**config.mk**
```make
export PLATFORM = sky130hd
export DESIGN_NAME = mod_mul_q_pipe
export DESIGN_NICKNAME = d
export VERILOG_FILES = /design/src/rtl/mod_mul_q_pipe_pkg.sv /design/src/rtl/mod_q_fold.sv /design/src/rtl/mod_mul_q_pipe.sv
export SDC_FILE = /design/constraint.sdc
export NUM_CORES = 2
export LEC_CHECK = 0
export BUFFER_PORTS_ARGS = -buffer_cell sky130_fd_sc_hd__buf_2
export CORE_MARGIN = 1.5
export CORE_UTILIZATION = 66
export CTS_BUF_LIST = sky130_fd_sc_hd__clkbuf_8 sky130_fd_sc_hd__clkbuf_16
export CTS_CLUSTER_SIZE = 24
export DETAILED_ROUTE_END_ITERATION = 7
export GPL_TIMING_DRIVEN = 0
export PLACE_DENSITY_LB_ADDON = 0.15
export RECOVER_POWER = 100
export SYNTH_ARGS = -nofsm -noshare
export SYNTH_HDL_FRONTEND = slang
export SYNTH_SLANG_ARGS = --single-unit
```
**constraint.sdc**
```tcl
create_clock -name clk -period 8.4 [get_ports clk]
set_clock_uncertainty 0.15 [all_clocks]
set_input_delay 0.84 -clock clk [delete_from_list [all_inputs] [get_ports clk]]
set_output_delay 0.84 -clock clk [all_outputs]
set_load 0.03 [all_outputs]
```
**src/rtl/mod_mul_q_pipe_pkg.sv**
```systemverilog
// Shared constants for the q = 8380417 modular multiplier: modulus, widths and fold sizing.
`timescale 1ns/1ps
package mod_mul_q_pipe_pkg;

  localparam int          DIL_W      = 23;
  localparam logic [22:0] DIL_Q      = 23'd8380417;
  localparam int          FOLD_SHIFT = 13;

  // Bound after each fold: 46 -> 37 -> 28 -> 24 bits.
  localparam int PROD_W = 2 * DIL_W;
  localparam int F1_W   = 37;
  localparam int F2_W   = 28;
  localparam int F3_W   = DIL_W + 1;

  localparam int STAGES = 5;

endpackage

```
**src/rtl/mod_q_fold.sv**
```systemverilog
// One reduction step using 2^23 = 2^13 - 1 (mod q): x -> (x >> 23) * (2^13 - 1) + x[22:0].
`timescale 1ns/1ps
module mod_q_fold
  import mod_mul_q_pipe_pkg::*;
#(
  parameter int IN_W  = 46,
  parameter int OUT_W = 37
) (
  input  logic [IN_W-1:0]  x,
  output logic [OUT_W-1:0] y
);

  logic [OUT_W-1:0] hi;
  logic [OUT_W-1:0] lo;

  assign hi = OUT_W'(x[IN_W-1:DIL_W]);
  assign lo = OUT_W'(x[DIL_W-1:0]);

  // Shift-subtract instead of a constant multiply; OUT_W always covers hi << 13.
  assign y = (hi << FOLD_SHIFT) - hi + lo;

endmodule

```
**src/rtl/mod_mul_q_pipe.sv**
```systemverilog
// Five-stage pipelined (a*b) mod 8380417 with a tag carried alongside each product.
`timescale 1ns/1ps
module mod_mul_q_pipe
  import mod_mul_q_pipe_pkg::*;
#(
  parameter int W       = DIL_W,
  parameter int TAG_W   = 8,
  parameter int LATENCY = STAGES
) (
  input  logic             clk,
  input  logic             rst,
  input  logic             en,
  input  logic             in_valid,
  input  logic [W-1:0]     opa,
  input  logic [W-1:0]     opb,
  input  logic [TAG_W-1:0] in_tag,
  output logic             out_valid,
  output logic [W-1:0]     mul_result,
  output logic [TAG_W-1:0] out_tag
);

  // Final correction: input is < 2^24, so at most two subtractions of q.
  function automatic logic [W-1:0] reduce_q(input logic [F3_W-1:0] x);
    logic signed [F3_W+1:0] d;
    logic        [F3_W-1:0] r;
    r = x;
    for (int i = 0; i < 2; i++) begin
      d = signed'({2'b00, r}) - signed'({2'b00, F3_W'(DIL_Q)});
      if (!d[F3_W+1]) r = F3_W'(d);
    end
    return r[W-1:0];
  endfunction

  logic [W-1:0]      a_p1, b_p1;
  logic [PROD_W-1:0] prod_p2;
  logic [F1_W-1:0]   f1_p3;
  logic [F3_W-1:0]   f3_p4;
  logic [W-1:0]      res_p5;

  logic             vld_p1, vld_p2, vld_p3, vld_p4, vld_p5;
  logic [TAG_W-1:0] tag_p1, tag_p2, tag_p3, tag_p4, tag_p5;

  logic [F1_W-1:0] f1_c;
  logic [F2_W-1:0] f2_c;
  logic [F3_W-1:0] f3_c;

  mod_q_fold #(.IN_W(PROD_W), .OUT_W(F1_W)) u_fold1 (.x(prod_p2), .y(f1_c));
  mod_q_fold #(.IN_W(F1_W),   .OUT_W(F2_W)) u_fold2 (.x(f1_p3),   .y(f2_c));
  mod_q_fold #(.IN_W(F2_W),   .OUT_W(F3_W)) u_fold3 (.x(f2_c),    .y(f3_c));

  always_ff @(posedge clk) begin
    if (rst) begin
      a_p1    <= '0;
      b_p1    <= '0;
      prod_p2 <= '0;
      f1_p3   <= '0;
      f3_p4   <= '0;
      res_p5  <= '0;
      vld_p1  <= 1'b0;
      vld_p2  <= 1'b0;
      vld_p3  <= 1'b0;
      vld_p4  <= 1'b0;
      vld_p5  <= 1'b0;
      tag_p1  <= '0;
      tag_p2  <= '0;
      tag_p3  <= '0;
      tag_p4  <= '0;
      tag_p5  <= '0;
    end else if (en) begin
      // S1: capture operands
      a_p1    <= opa;
      b_p1    <= opb;
      vld_p1  <= in_valid;
      tag_p1  <= in_tag;
      // S2: full product
      prod_p2 <= PROD_W'(a_p1) * PROD_W'(b_p1);
      vld_p2  <= vld_p1;
      tag_p2  <= tag_p1;
      // S3: first fold
      f1_p3   <= f1_c;
      vld_p3  <= vld_p2;
      tag_p3  <= tag_p2;
      // S4: second and third fold
      f3_p4   <= f3_c;
      vld_p4  <= vld_p3;
      tag_p4  <= tag_p3;
      // S5: final correction into [0, q-1]
      res_p5  <= reduce_q(f3_p4);
      vld_p5  <= vld_p4;
      tag_p5  <= tag_p4;
    end
  end

  assign out_valid  = vld_p5;
  assign mul_result = res_p5;
  assign out_tag    = tag_p5;

endmodule
```
# After elaboration in Yosys (flattened, before gate mapping)
# Cells that the tools add are included.
# op_classes
addsub,8
multipliers,1
muxes,4
# ops
op,n
24-bit 2-to-1 mux,3
24-bit by 23-bit subtractor with 25-bit output (second input constant),2
23-bit by 23-bit multiplier with 46-bit output,1
37-bit by 23-bit adder with 37-bit output,1
36-bit by 23-bit subtractor with 37-bit output,1
28-bit by 23-bit adder with 28-bit output,1
27-bit by 14-bit subtractor with 28-bit output,1
24-bit by 23-bit adder with 24-bit output,1
23-bit 2-to-1 mux,1
18-bit by 5-bit subtractor with 19-bit output,1
# word_totals
regBits,221
inputBits,58
out_inout_bits,32
wordCells,29

# Longest topological paths before layout
# depth
ltp_word,6
depth_mapped,29
mapped_depth_nobuf,29

# Cells and area by module
# Synthesis repeated with hierarchy kept, for this count alone.
# unflattened
cells_unflattened,3718
area_unflattened_um2,32125.8
# by_module_without_submodules
module,n_inst,cells_each,area_per_inst_um2,seq_area_each_um2
mod_mul_q_pipe,1,2924,26419.1,4424.2
mod_q_fold at u_fold1,1,357,2546.2,0.0
mod_q_fold at u_fold2,1,239,1714.1,0.0
mod_q_fold at u_fold3,1,198,1446.4,0.0

# Worst setup path before layout
# Ideal clock, no wire load.
# synth_path
path_kind,reg-to-reg
startpoint,reg a_p1[13]
endpoint,reg prod_p2[30]
setup_time_ps,129
t_arrival_ps,7013
required_ps,8121
slack_ps,1108
path_stages_with_launch,26
path_buffers,1
synth_period_minus_slack_ps,7292
cell_sequence,dfxtp_1 -> clkbuf_1 -> nand2_1 -> fa_1 -> fa_1 -> fa_1 -> inv_1 -> fa_1 -> inv_1 -> fa_1 -> inv_1 -> fa_1 -> inv_1 -> fa_1 -> inv_1 -> ha_1 -> a21oi_1 -> o21a_1 -> or4b_2 -> a2111oi_0 -> o31a_1 -> o31a_1 -> o21ai_0 -> a31oi_1 -> xor2_1 -> o21ai_0
# synth_between
elab_chain_cells,1
# synth_rtl
item,line_no,text
start: declaration,mod_mul_q_pipe.sv:34,"logic [W-1:0] a_p1, b_p1;"
start signal: assignment,mod_mul_q_pipe.sv:71,a_p1 <= opa;
23-bit by 23-bit multiplier with 46-bit output,mod_mul_q_pipe.sv:76,prod_p2 <= PROD_W'(a_p1) * PROD_W'(b_p1);
end signal: assignment,mod_mul_q_pipe.sv:76,
end: declaration,mod_mul_q_pipe.sv:35,logic [PROD_W-1:0] prod_p2;
# Every way passes these cells.
# A chain may end at the register's enable or synchronous reset.

# Worst setup path in the final report
# layout_path
startpoint,reg b_p1[12]
endpoint,reg prod_p2[44]
# layout_between
elab_chain_cells,1
# layout_rtl
item,line_no,text
start: declaration,mod_mul_q_pipe.sv:34,
start signal: assignment,mod_mul_q_pipe.sv:72,b_p1 <= opb;
23-bit by 23-bit multiplier with 46-bit output,mod_mul_q_pipe.sv:76,
# Every way passes these cells.

==> run_results.csv <==
group,metric,value,unit
job,cap_violations,1,
setup_path,start_kind,"register",
clock_network,htreeDepth,1,
setup_path,slowest_delay,620,ps
detailed_routing,routed_via_density,6.07,
sta,rsz0062_at_grt,"false",
sta,hold_ws,306,ps
power_and_ir_drop,p_leak,0.0164,uW
sta,tightest_slew,1550,ps
layout,fill_cells,3683,
synth,syn-cell-area,31000,um2
die,core_area,46500,um2
power_and_ir_drop,p_total,10800,uW
clock_network,numCtsBuffers,28,
clock_network,cts_tree,"built",
clock_network,cts-root-buf,"clkbuf_16",
detailed_routing,routed_wirelength,97700,um
power_and_ir_drop,p_seq_share,13.3,%
worst_hold_path,hold_class,"reg2reg",
sta,fmax,0.121,GHz
power_and_ir_drop,powerDensity,327,nW/um2
synth,synthMuxAreaShare,4.69,%
grt,antenna_found_initial,4,
synth,synth_cells,3583,
setup_path,cp_common_cell,"fa_1",
detailed_routing,route.detailed.drc,0,
die,ios,90,
power_and_ir_drop,switching_share,52.1,%
worst_hold_path,whs_path_depth,2,
detailed_routing,drt_first_pass_iters,6,
grt,grt_pass1_wl,148000,um
detailed_routing,antenna_left,0,
clock_network,path_clk_slew,60,ps
sta,layout_min_cycle_time,8250,ps
detailed_routing,drtIter0Drc,2663,
synth,synthArstFlopShare,0,%
power_and_ir_drop,irDropWorstVdd,0.654,mV
power_and_ir_drop,pwr-share-comb,75.3,%
setup_path,cp-end-kind,"register",
synth,synth-adder-area-share,41.1,%
sta,finalCritPeriodShare,98.2,%
synth,ys_seq_elements,221,
die,die_x,220,um
clock_network,clk_latency,600,ps
synth,avgSynthCellArea,8.65,um2
sta,setup_tns,0,ps
die,start_util,66.7,%
power_and_ir_drop,power.share.clock,11.5,%
power_and_ir_drop,p_int,5200,uW
die,die-area,48300,um2
setup_path,crit_required,8670,ps
setup_path,r2r_end,"prod_p2[44]",
placed_design,port_buffers,88,
placed_design,place_congestion,1.01,
die,rows,79,
layout,drive_gt1_share,4.81,%
grt,grt_pass1_vias,26347,
setup_path,rrSetupSlack,150,ps
synth,synth_compound_area_share,9.00,%
clock_network,cts_setup_buffers,0,
synth,synth_cell_types,76,
layout,fin_util,71.4,%
setup_path,regToRegStartpoint,"b_p1[12]",
synth,synth-edff-count,0,
placed_design,dp_slack,-344,ps
die,fp.dieH,220,um
power_and_ir_drop,p_switching,5650,uW
sta,setup_slack,154,ps
synth,yosysWarningCount,0,
setup_path,critPathSlowestCell,"dfxtp_1",
detailed_routing,wire_per_inst,22.6,um
sta,relSlewSlack,-5.70,%
layout,syn_to_final_growth,7.07,%
status,violations,"max-capacitance violations, max-slew violations",
synth,synth_xor_area_share,3.98,%
grt,grt_max_degree,17,
layout,fin_nets,4506,
setup_path,critical_path_class,"reg2reg",
placed_design,post-dp-hpwl,79700,um
synth,synth-main-ff-cell,"dfxtp_1",
status,outcome,"complete, but fails checks",
setup_path,cp.arrival,8520,ps
sta,slew_viol_final,6,
clock_network,cts.sinks,221,
grt,grt_usage,40.9,%
grt,overflow,0,
synth,synth_nets,4388,
sta,setup_viol,0,
synth,ys_seq_area_share,14.3,%
synth,synth_top_family_by_area,"adder cells",
sta,report.final.hold_viol_count,0,
synth,synthSimpleGateAreaFrac,17.2,%
worst_hold_path,hold_end,"mul_result[3]",
worst_hold_path,min_from,"mul_result[3]",
clock_network,cts_max_path_buffers,3,
setup_path,cp_max_fo,10,
setup_path,reg2regPathDepth,25,
detailed_routing,num_vias,26273,
[worst max path at each step]
| stage | depth (start not counted) | end | startpoint | slack, ps |
|---|---|---|---|---|
| final | 25 | prod_p2[44] | b_p1[12] | 150 |
| after global routing | 23 | prod_p2[45] | a_p1[14] | 10 |
| after CTS | 23 | prod_p2[45] | a_p1[14] | 20 |
| after detailed placement | 25 | prod_p2[30] | a_p1[11] | -340 |
| after global placement | 25 | prod_p2[30] | a_p1[11] | -170 |
| after floorplan | 25 | prod_p2[30] | a_p1[13] | 1110 |
[metal layers]
layer	part of all wire (%)	wire, um	up-vias	GRT usage, %
li1	-	-	11555	-
met1	41	40100	13021	56.8
met2	43	41600	1409	59.9
met3	12	11400	288	10.5
met4	4.8	4680	0	18.5
met5	0	0	-	0
[cell type report]
cell class | instances | area (um2) | share of cell area (%)
Antenna cell | 1 | 2.50 | 0.00754
Buffer | 161 | 707 | 2.13
Clock buffer | 32 | 756 | 2.28
Clock inverter | 16 | 180 | 0.543
Inverter | 636 | 2390 | 7.19
Multi-Input combinational cell | 2565 | 23600 | 71.0
Sequential cell | 221 | 4430 | 13.3
Tap cell | 607 | 759 | 2.29
Timing Repair Buffer | 88 | 399 | 1.20
[power groups by stage]
stage | combinational (uW) | sequential (uW) | clock [uW]
final | 8160 | 1440 | 1240
after global routing | 8930 | 1450 | 1280
after CTS | 7940 | 1430 | 1240
after detailed placement | 7880 | 1450 | 0
after global placement | 7730 | 1440 | 0
after floorplan | 5880 | 1400 | 0
[sequential cells by signal, summed over array words and instances (netlist names)]
signal,flops
prod_p2,46
b_p1,23
a_p1,23
out_valid,1
mul_result,23
tag_p4,8
vld_p2,1
vld_p4,1
f1_p3,37
tag_p2,8
tag_p3,8
vld_p3,1
vld_p1,1
f3_p4,24
tag_p1,8
out_tag,8
[synthesized netlist by cell type (7+ instances only)]
master,number,share of area [%]
a211oi_1,21,0.51
a21boi_0,7,0.17
a21o_1,63,1.5
a21oi_1,110,1.8
a31oi_1,18,0.36
and2_1,266,5.4
and3_1,29,0.59
buf_1,19,0.23
clkbuf_1,136,1.6
dfxtp_1,221,14
fa_1,452,29
ha_1,295,12
inv_1,636,7.7
mux2i_1,144,4.6
nand2_1,404,4.9
nand2b_1,19,0.38
nand3_1,30,0.48
nand4_1,19,0.38
nor2_1,234,2.8
nor2b_1,12,0.24
nor3_1,31,0.50
o211ai_1,16,0.39
o21a_1,10,0.24
o21ai_0,87,1.4
o21bai_1,17,0.41
o22ai_1,7,0.14
o31ai_1,8,0.19
or3_1,13,0.26
or4_1,7,0.17
xnor2_1,85,2.4
xor2_1,56,1.6
[placed cells by master (no fill, tap or decap), types with 29 or more instances in the layout]
master    instances
a21o_1           63
a21oi_1         110
and2_1          262
and3_1           29
buf_2            61
clkbuf_1        136
clkbuf_2         34
dfxtp_1         218
fa_1            452
ha_1            295
inv_1           638
mux2i_1         144
nand2_1         404
nand3_1          30
nor2_1          234
nor3_1           31
o21ai_0          89
xnor2_1          85
xor2_1           56
[through the flow]
step,std cells,area (um2)
detailed placement,4278,32200
global route,4326,33200
CTS,4326,33200
global placement,4278,32200
finish,4327,33200
floorplan,3583,31000
[critical path: cells and delay by family (launching register included)]
family                   cells  cell delay [ps]
AND/OR/NAND/NOR              3              580
multiplexers                 1              250
buffers and inverters        6              910
AO/OA/AOI/OAI                7             1780
flip-flops                   1              620
adder cells (fa/ha/maj)      8             3740
[logic make-up after synthesis]
family,after synthesis
adders and majority gates,747
buffers and inverters,797
AOI/OAI and AO/OA,427
DFF,221
muxes,145
xor gates and xnor gates,141
and+or+nand+nor,1105
[what timing repair did]
| action | CTS | global route |
|---|---|---|
| hold buffers | 0 | 0 |
| resized for setup | 19 | 96 |
| setup endpoints to repair | 4 | 14 |
No activity file was read; power rests on OpenSTA's default activity.
